<file path="src/rtl/ddr_pkg.sv">
// rtl/ddr_pkg.sv - shared screen geometry and arrow slot record
package ddr_pkg;
    localparam int SCREEN_W = 640;
    localparam int SCREEN_H = 480;
    localparam int COORD_W  = 10;

    typedef struct packed {
        logic               valid;
        logic [COORD_W-1:0] y;
    } slot_t;
endpackage

</file>
<file path="src/rtl/lane_slot.sv">
// rtl/lane_slot.sv - one in-flight arrow: step/expire/clear/load plus window and pixel tests
module lane_slot
    import ddr_pkg::*;
#(
    parameter int X_LEFT  = 0,
    parameter int ARROW_W = 32,
    parameter int ARROW_H = 32,
    parameter int Y_START = 0,
    parameter int Y_HIT   = 400,
    parameter int HIT_WIN = 16,
    parameter int Y_END   = 480
) (
    input  logic               CLK,
    input  logic               reset,
    input  logic               step,
    input  logic               load,
    input  logic               clear,
    input  logic [COORD_W-1:0] hc,
    input  logic [COORD_W-1:0] vc,
    output slot_t              slot,
    output logic               expire,
    output logic               in_window,
    output logic               covers_pixel
);
    localparam logic signed [10:0] WIN = 11'(HIT_WIN);
    localparam logic [10:0] XL = 11'(X_LEFT);
    localparam logic [10:0] XR = 11'(X_LEFT + ARROW_W);
    localparam logic [10:0] AH = 11'(ARROW_H);

    logic              at_end;
    logic signed [10:0] diff;
    logic [10:0]       hc_w, vc_w, y_w;

    assign at_end = (slot.y == COORD_W'(Y_END - 1));
    assign expire = slot.valid & step & at_end & ~clear;

    assign diff      = $signed({1'b0, slot.y}) - $signed(11'(Y_HIT));
    assign in_window = slot.valid && (diff >= -WIN) && (diff <= WIN);

    // 11-bit compares keep arrows near line 1023 from wrapping
    assign hc_w = {1'b0, hc};
    assign vc_w = {1'b0, vc};
    assign y_w  = {1'b0, slot.y};
    assign covers_pixel = slot.valid && (hc_w >= XL) && (hc_w < XR)
                          && (vc_w >= y_w) && (vc_w < y_w + AH);

    always_ff @(posedge CLK) begin
        if (reset || clear) begin
            slot <= '0;
        end else if (load) begin
            slot.valid <= 1'b1;
            slot.y     <= COORD_W'(Y_START);
        end else if (slot.valid && step) begin
            if (at_end) slot <= '0;
            else        slot.y <= slot.y + COORD_W'(1);
        end
    end
endmodule

</file>
<file path="src/rtl/arrow_lane.sv">
// rtl/arrow_lane.sv - per-lane falling-arrow tracker with hit judging and pixel coverage
module arrow_lane
    import ddr_pkg::*;
#(
    parameter int SLOTS   = 4,
    parameter int X_LEFT  = 0,
    parameter int ARROW_W = 32,
    parameter int ARROW_H = 32,
    parameter int Y_START = 0,
    parameter int Y_HIT   = 400,
    parameter int HIT_WIN = 16,
    parameter int Y_END   = 480
) (
    input  logic               CLK,
    input  logic               reset,
    input  logic               step,
    input  logic               spawn,
    input  logic               btn,
    input  logic [COORD_W-1:0] hc,
    input  logic [COORD_W-1:0] vc,
    output logic               pixel_on,
    output logic               hit,
    output logic               whiff,
    output logic               miss,
    output logic               spawn_drop,
    output logic [SLOTS-1:0]   active
);
    slot_t              slots [SLOTS];
    logic [SLOTS-1:0]   expire, in_win, covers, load, clear, at_start;
    logic               btn_q, press, spawn_ok, free_found, best_found;
    logic [SLOTS-1:0]   free_oh, best_oh;
    logic [COORD_W-1:0] best_y;

    for (genvar g = 0; g < SLOTS; g++) begin : g_slot
        lane_slot #(
            .X_LEFT(X_LEFT), .ARROW_W(ARROW_W), .ARROW_H(ARROW_H), .Y_START(Y_START),
            .Y_HIT(Y_HIT), .HIT_WIN(HIT_WIN), .Y_END(Y_END)
        ) u_slot (
            .CLK(CLK), .reset(reset), .step(step), .load(load[g]), .clear(clear[g]),
            .hc(hc), .vc(vc), .slot(slots[g]), .expire(expire[g]),
            .in_window(in_win[g]), .covers_pixel(covers[g])
        );
        assign active[g]   = slots[g].valid;
        assign at_start[g] = slots[g].valid && (slots[g].y == COORD_W'(Y_START));
    end

    // All decisions below look only at pre-edge slot state
    always_comb begin
        free_found = 1'b0;
        free_oh    = '0;
        best_found = 1'b0;
        best_oh    = '0;
        best_y     = '0;
        for (int i = 0; i < SLOTS; i++) begin
            if (!slots[i].valid && !free_found) begin
                free_found = 1'b1;
                free_oh    = '0;
                free_oh[i] = 1'b1;
            end
            if (in_win[i] && (!best_found || slots[i].y > best_y)) begin
                best_found = 1'b1;
                best_y     = slots[i].y;
                best_oh    = '0;
                best_oh[i] = 1'b1;
            end
        end
    end

    assign press    = btn & ~btn_q;
    assign spawn_ok = spawn && free_found && !(|at_start);
    assign load     = spawn_ok ? free_oh : '0;
    assign clear    = (press && best_found) ? best_oh : '0;

    always_ff @(posedge CLK) begin
        if (reset) begin
            btn_q      <= 1'b1;
            hit        <= 1'b0;
            whiff      <= 1'b0;
            miss       <= 1'b0;
            spawn_drop <= 1'b0;
            pixel_on   <= 1'b0;
        end else begin
            btn_q      <= btn;
            hit        <= press && best_found;
            whiff      <= press && !best_found;
            miss       <= |expire;
            spawn_drop <= spawn && !spawn_ok;
            pixel_on   <= |covers;
        end
    end
endmodule
</file>
<file path="config.mk">
export PLATFORM = sky130hd
export DESIGN_NAME = arrow_lane
export DESIGN_NICKNAME = d
export VERILOG_FILES = /design/src/rtl/ddr_pkg.sv /design/src/rtl/lane_slot.sv /design/src/rtl/arrow_lane.sv
export SDC_FILE = /design/constraint.sdc
export NUM_CORES = 1
export LEC_CHECK = 0
export BUFFER_PORTS_ARGS = -buffer_cell sky130_fd_sc_hd__buf_2
export CAP_MARGIN = 20
export CORE_MARGIN = 2
export CORE_UTILIZATION = 63
export CTS_CLUSTER_SIZE = 28
export DETAILED_ROUTE_END_ITERATION = 10
export GPL_ROUTABILITY_DRIVEN = 0
export PLACE_DENSITY = 0.9
export SYNTH_ARGS = -nofsm -noshare
export SYNTH_HDL_FRONTEND = slang
export SYNTH_SLANG_ARGS = --single-unit
</file>
<file path="constraint.sdc">
create_clock -name CLK -period 10.2 [get_ports CLK]
set_clock_uncertainty 0.1 [all_clocks]
set_input_delay 3.06 -clock CLK [delete_from_list [all_inputs] [get_ports CLK]]
set_output_delay 3.06 -clock CLK [all_outputs]
set_load 0.02 [all_outputs]
</file>
== After elaboration in Yosys (flattened, before gate mapping) ==
Cells that the tools add are included.
Word-level totals
  memories kept: 0
  input bits: 25
  latch bits: 0
  register bits: 50
  output and inout bits: 9
  bits in writable memories: 0
  ROM bits: 0
Operators by class
  multiplexer cells: 37
  divide/modulo/power cells: 0
  multipliers: 0
  $lt $le $gt $ge: 21
  equality and inequality tests: 4
  $add $sub $neg: 12
  reductions and logical operators: 84
  bitwise logic cells: 18
  shift operators: 0
Operators by type and width (number)
  $mux W11: 8
  $mux W10: 7
  $add A10 B6 Y11 const B: 4
  $ge A11 B5 Y1 const B: 4
  $le A11 B6 Y1 const B: 4
  $lt A10 B11 Y1: 4
  $sub A10 B9 Y11 const B: 4
  $logic_and A1 B1 Y1: 43
  $add A10 B1 Y10 const B: 4
  $eq A10 B9 Y1 const B: 4
  $ge A10 B10 Y1: 4
  $logic_not A10 Y1: 4
  $gt A10 B10 Y1: 3
  $mux W4: 7
  $reduce_bool A2 Y1: 8
  $mux W1: 14
  $and A1 B1 Y1: 13
  $reduce_or A4 Y1: 3
  $logic_not A1 Y1: 11
  $ge A10 B1 Y1 const B: 1
  $lt A10 B6 Y1 const B: 1
  $reduce_and A2 Y1: 4
  $reduce_or A2 Y1: 4
  $logic_or A1 B1 Y1: 7
  2 further kinds: 6

== Depth between registers and ports, before layout ==
  depth after elaboration: 22
  depth in mapped cells: 37
  gate-level depth less buffers: 32

== Hierarchy ==
From an unflattened synthesis, not the netlist that was laid out.
Second synthesis, totals
  cells, all modules: 822
  area, all modules: 6698.9 µm²
Modules (own cells, without submodules)
  lane_slot: area each 1239.9 µm², cells an instance 151, instances 4
  arrow_lane: area each 1739.2 µm², cells an instance 218, instances 1

== Worst setup path after synthesis ==
No wires, ideal clock.
  kind: register to register
  start: register g_slot[0].u_slot.slot[5] (netlist bit)
  end: register miss
  library setup time: 123 ps
  buffers on the path: 3
  stages on the path, launching flop included: 34
  data arrival time: 7012 ps
  setup slack: 2965 ps
  cells stage by stage: dfxtp_1 > inv_1 > ha_1 > a21boi_4 > xnor2_1 > or4b_4 > nand2_4 > clkbuf_1 > nand2_1 > ha_1 > a21o_1 > a211oi_1 > nand2b_1 > o21ai_0 > a21o_4 > buf_6 > nor2_2 > a31oi_1 > ha_1 > a21o_1 > a21oi_1 > or4b_2 > a22oi_1 > a211oi_2 > buf_2 > mux2_2 > ha_1 > a211o_1 > o21ai_0 > a31o_2 > o21ba_2 > nand2_2 > o41ai_2 > o2bb2ai_1
On the way
  word-level cells in the longest chain between the ends: 22
  elaborated cells between the ends (all ways): 41
RTL lines
  start: declaration: line lane_slot.sv:20  | output slot_t slot,
  $sub A10 B9 Y11: line lane_slot.sv:37  | assign diff = $signed({1'b0, slot.y}) - $signed(11'(Y_HIT));
  $ge A11 B5 Y1: line lane_slot.sv:38  | assign in_window = slot.valid && (diff >= -WIN) && (diff <= WIN);
  $logic_and A1 B1 Y1 (2 in a row): line lane_slot.sv:38
  $mux W10 / $mux W1 (equally long branches): line arrow_lane.sv:60  | if (in_win[i] && (!best_found || slots[i].y > best_y)) begin
  $gt A10 B10 Y1 / $logic_not A1 Y1 (equally long branches): line arrow_lane.sv:60
  $logic_or A1 B1 Y1: line arrow_lane.sv:60
  $logic_and A1 B1 Y1: line arrow_lane.sv:60
  $mux W10 / $mux W1 (equally long branches): line arrow_lane.sv:60
  (+5 left out)
  $logic_or A1 B1 Y1: line arrow_lane.sv:60
  $logic_and A1 B1 Y1: line arrow_lane.sv:60
  $mux W1: line arrow_lane.sv:60
  $logic_and A1 B1 Y1: line arrow_lane.sv:72  | assign clear = (press && best_found) ? best_oh : '0;
  $mux W4: line arrow_lane.sv:72
  $not A1 Y1: line lane_slot.sv:35  | assign expire = slot.valid & step & at_end & ~clear;
  $and A1 B1 Y1: line lane_slot.sv:35
  $reduce_or A4 Y1 (*): line arrow_lane.sv:86  | miss <= |expire;
  end signal: assignment: line arrow_lane.sv:86
  end: declaration: line arrow_lane.sv:24  | output logic miss,
Mark *: on every way between the ends. The rest lies on a longest branch, timed or not.
A chain may end at the register's enable or synchronous reset.

== Worst setup path in the final report ==
  start: register g_slot[0].u_slot.slot[5] (netlist bit)
  end: register g_slot[3].u_slot.slot[3] (netlist bit)
On the way
  word-level cells in the longest chain between the ends: 21
  elaborated cells between the ends (all ways): 36
RTL lines
  $sub A10 B9 Y11: line lane_slot.sv:37
  $ge A11 B5 Y1: line lane_slot.sv:38
  $logic_and A1 B1 Y1 (2 in a row): line lane_slot.sv:38
  $mux W10 / $mux W1 (equally long branches): line arrow_lane.sv:60
  $gt A10 B10 Y1 / $logic_not A1 Y1 (equally long branches): line arrow_lane.sv:60
  $logic_or A1 B1 Y1: line arrow_lane.sv:60
  $logic_and A1 B1 Y1: line arrow_lane.sv:60
  $mux W10 / $mux W1 (equally long branches): line arrow_lane.sv:60
  (+4 left out)
  $gt A10 B10 Y1 / $logic_not A1 Y1 (equally long branches): line arrow_lane.sv:60
  $logic_or A1 B1 Y1: line arrow_lane.sv:60
  $logic_and A1 B1 Y1: line arrow_lane.sv:60
  $mux W1: line arrow_lane.sv:60
  $logic_and A1 B1 Y1: line arrow_lane.sv:72
  $mux W4: line arrow_lane.sv:72
  $logic_or A1 B1 Y1: line lane_slot.sv:48  | if (reset || clear) begin
  $reduce_or A2 Y1 (no source line) (*)
  end: declaration: line lane_slot.sv:20
Marks and branches as above.

==> summary.md <==
| Metric | Value |
|---|---|
| Net Sw Frac | 29.7% |
| Antenna Nets Post-Route | 0 |
| CTS max path bufs | 2 |
| Post-synth top area cell | ha_1 |
| Max Slew Vio Count | 0 |
| Async S/R FF share, synth | 0% |
| Fin. Hold Viols | 0 |
| Register area share after synthesis | approximately 16% |
| Aggregate global-route resource usage | about a third |
| Most used DFF post-synth | dfxtp_1 |
| Final nets | approximately 910 |
| Hold_ws | around 0.45 ns |
| Via density per instance | about 6.5 |
| H-tree levels | 2 |
| Worst vdd ir | about 50 uV |
| Worst Setup End Kind | flop |
| Clock slew at reported path FFs | roughly 0.10 ns |
| Port buffer count | 28 |
| Part of the power in combinational logic | roughly 17% |
| Number of cells upsized or downsized after cts | 0 |
| Buf/Inv on CP | 1 |
| Clk root buf | clkbuf_8 |
| RSZ-0062 raised after global routing | no |
| Ports | 34 |
| Share of layout cells above drive strength 1 | between 10% and 20% |
| Row cnt | 35 |
| Syn Inst Count | between 700 and 800 |
| Antenna diodes | 0 |
| Vias in the first global route | ~5600 |
| Largest net degree at the start of global routing | 23 |
| Area Overhead vs Synth | 4.03% |
| Reg2reg path depth | 30 |
| Cell Pwr Density | 60.4 nW/um2 |
| Hold path cells | 2 |
| Setup ws final | approximately 1.6 ns |
| Via count | 5799 |
| Setup TNS | 0 ns |
| Clock Latency Late Sink | 0.31 ns |
| Top cell type's share of synthesized area | between 20% and 30% |
| Top cells by area, synth | ha_1 27%, dfxtp_1 16%, xnor2_1 8.3%, nor2_1 4.1%, inv_1 3.1% |
| CP required | between 10 and 15 ns |
| Worst hold path class | reg -> reg |
| Mean post-synth cell area | ~8.2 um2 |
| Flip-flop and latch count after synthesis | 50 |
| Delay of the slowest cell on the worst path | a little under 0.9 ns |
| Family with the most delay on the worst path | compound AO/OA/AOI/OAI gates |
| Mapped Nets | 902 |
| Kind of critical path | reg -> reg |
| Initial Utilization | ~66% |
| Top cell by count, worst path | ha_1 |
| Fillers | 772 |
| EDFF count, synth | 0 |
| CTS Hold Bufs | 0 |
| Routed wire length | ~17 mm |
| Cell-internal power | approximately 0.27 mW |
| Outcome | completed |
| Yosys warning count | 0 |
| Chip width | 103 um |
| Clk pwr share | between 30% and 40% |
| CP max FO | 22 |
| Arrival time worst endpoint | 8.70 ns |
| Synthesized area | 6110 um2 |
| Worst-margin pin slew | ~1.0 ns |
| GRT Residual Overflow | 0 |
| Final instance count without filler cells | just under 900 |
| Placed wire-length estimate | 12.9 mm |
| Setup violations, final | 0 |
| First-pass GRT wire length | 26.6 mm |
| Register share of total power | a little over half |
| Slew headroom | 30.8% |
| Final period utilization | a little over four fifths |
| CP max stage cell | a211oi_2 |
| Die ar. | roughly 11000 um2 |
| CTS Buf Count | 5 |
| Unique masters post-synth | about 80 |
| DRT Pass-1 Iters | 6 |
| Top achievable clock speed | 0.117 GHz |
| Minimum clock period after layout | approximately 8.6 ns |
| TritonCTS clock tree | done |
| Iteration-0 DRC Markers | 540 |
| DRC viols | 0 |
| Initial antenna violation count | 0 |
| Critical Path Stages | 30 |
| Maxcap violations | 0 |
| Worst setup SP type | flop |
| Die H | approximately 100 um |
| Placed insts | between 800 and 900 |
| Setup repair bufs after CTS | 0 |
| Core area | between 9000 and 10000 um2 |
| Sw power | between 0.1 and 0.15 mW |
| Wire length per cell | roughly 19 um |
| Pleak | between 2 and 2.5 nW |
| CTS sink cnt | 50 |
| Worst slack, placed | slightly above 2 ns |
metrics by stage:
step,power (mW),area (um2),utilization (%)
after floorplan,0.247,6110,-
after global placement,0.265,6280,67.3
after detailed placement,0.269,6280,67.3
after CTS,0.381,6360,68.2
after global routing,0.399,6360,68.2
final,0.384,6360,68.2
cells in the mapped netlist (8+ instances only):
cell type,number
nor3_1,20
nor2b_1,11
a21oi_1,28
nand3_1,25
nand2_1,51
nor4_1,12
nand2b_1,15
o211ai_1,8
o21ai_0,23
ha_1,130
a31oi_1,9
nand4_1,14
o21a_1,13
xnor2_1,58
inv_1,51
nor2_1,66
a211oi_1,9
mux2_2,10
dfxtp_1,50
a21o_1,10
nor2_2,10
clkbuf_1,9
final cells by class:
class,count,area [um2],share of cell area (%)
multi-input cells,617,4760,74.8
flip-flops and latches,50,1000,15.7
inverters,56,215,3.38
well taps,129,161,2.54
repair buffers,28,140,2.20
clock buffers,5,68.8,1.08
clock inverters,2,15.0,0.236
cell families after synthesis:
family	count (synthesis)	synth area share, %
multiplexers	12	2.17
XOR/XNOR	59	8.45
AND/OR/NAND/NOR	266	22.5
buffers and inverters	80	5.79
adder cells (fa/ha/maj)	130	26.6
flip-flops	50	16.4
AO/OA/AOI/OAI	150	18.1
per-layer routing:
metal | track usage [%] | share of wire, % | vias to the layer above
li1 | - | - | 2704
met2 | 51.8 | 45 | 314
met5 | 0 | 0 | -
met1 | 41.5 | 41 | 2693
met3 | 6.78 | 9.2 | 88
met4 | 14.6 | 4.5 | 0
worst reg2reg max path: cells and delay by family (launching register included):
kind,cells,cell delay (ns)
AOI/OAI and AO/OA,14,4.35
and+or+nand+nor,9,1.48
adders and majority gates,4,1.18
DFF,1,0.61
muxes,2,0.54
buffers and inverters,1,0.25
power groups by stage:
stage	Sequential [mW]	Clock [mW]	Combinational (mW)
floorplan	0.203	0	0.0439
global placement	0.205	0	0.0593
detailed placement	0.205	0	0.0634
CTS	0.201	0.116	0.0641
global route	0.201	0.126	0.0724
finish	0.201	0.117	0.0663
state kept, by name, indices dropped and copies added (netlist names):
signal              flops
g_slot.u_slot.slot     44
btn_q                   1
hit                     1
miss                    1
pixel_on                1
spawn_drop              1
whiff                   1
cells in the final DEF, fill, tap and decap left out, types with 20 or more instances in the layout:
cell | Yosys | final
ha_1 | 130 | 130
nor2_1 | 66 | 66
xnor2_1 | 58 | 58
nand2_1 | 51 | 51
inv_1 | 51 | 51
dfxtp_1 | 50 | 50
a21oi_1 | 28 | 28
buf_2 | 6 | 28
nand3_1 | 25 | 25
o21ai_0 | 23 | 23
nor3_1 | 20 | 20
final timing paths:
kind | slack (ns) | from | end
worst max-delay path | 1.64 | g_slot[0].u_slot.slot[5] | g_slot[3].u_slot.slot[3]
worst min-delay path | 0.45 | g_slot[2].u_slot.slot[1] | g_slot[2].u_slot.slot[1]
worst max register to register | 1.64 | g_slot[0].u_slot.slot[5] | g_slot[3].u_slot.slot[3]
worst min register to register | 0.45 | g_slot[2].u_slot.slot[1] | g_slot[2].u_slot.slot[1]
No activity file was read; power rests on OpenSTA's default activity.
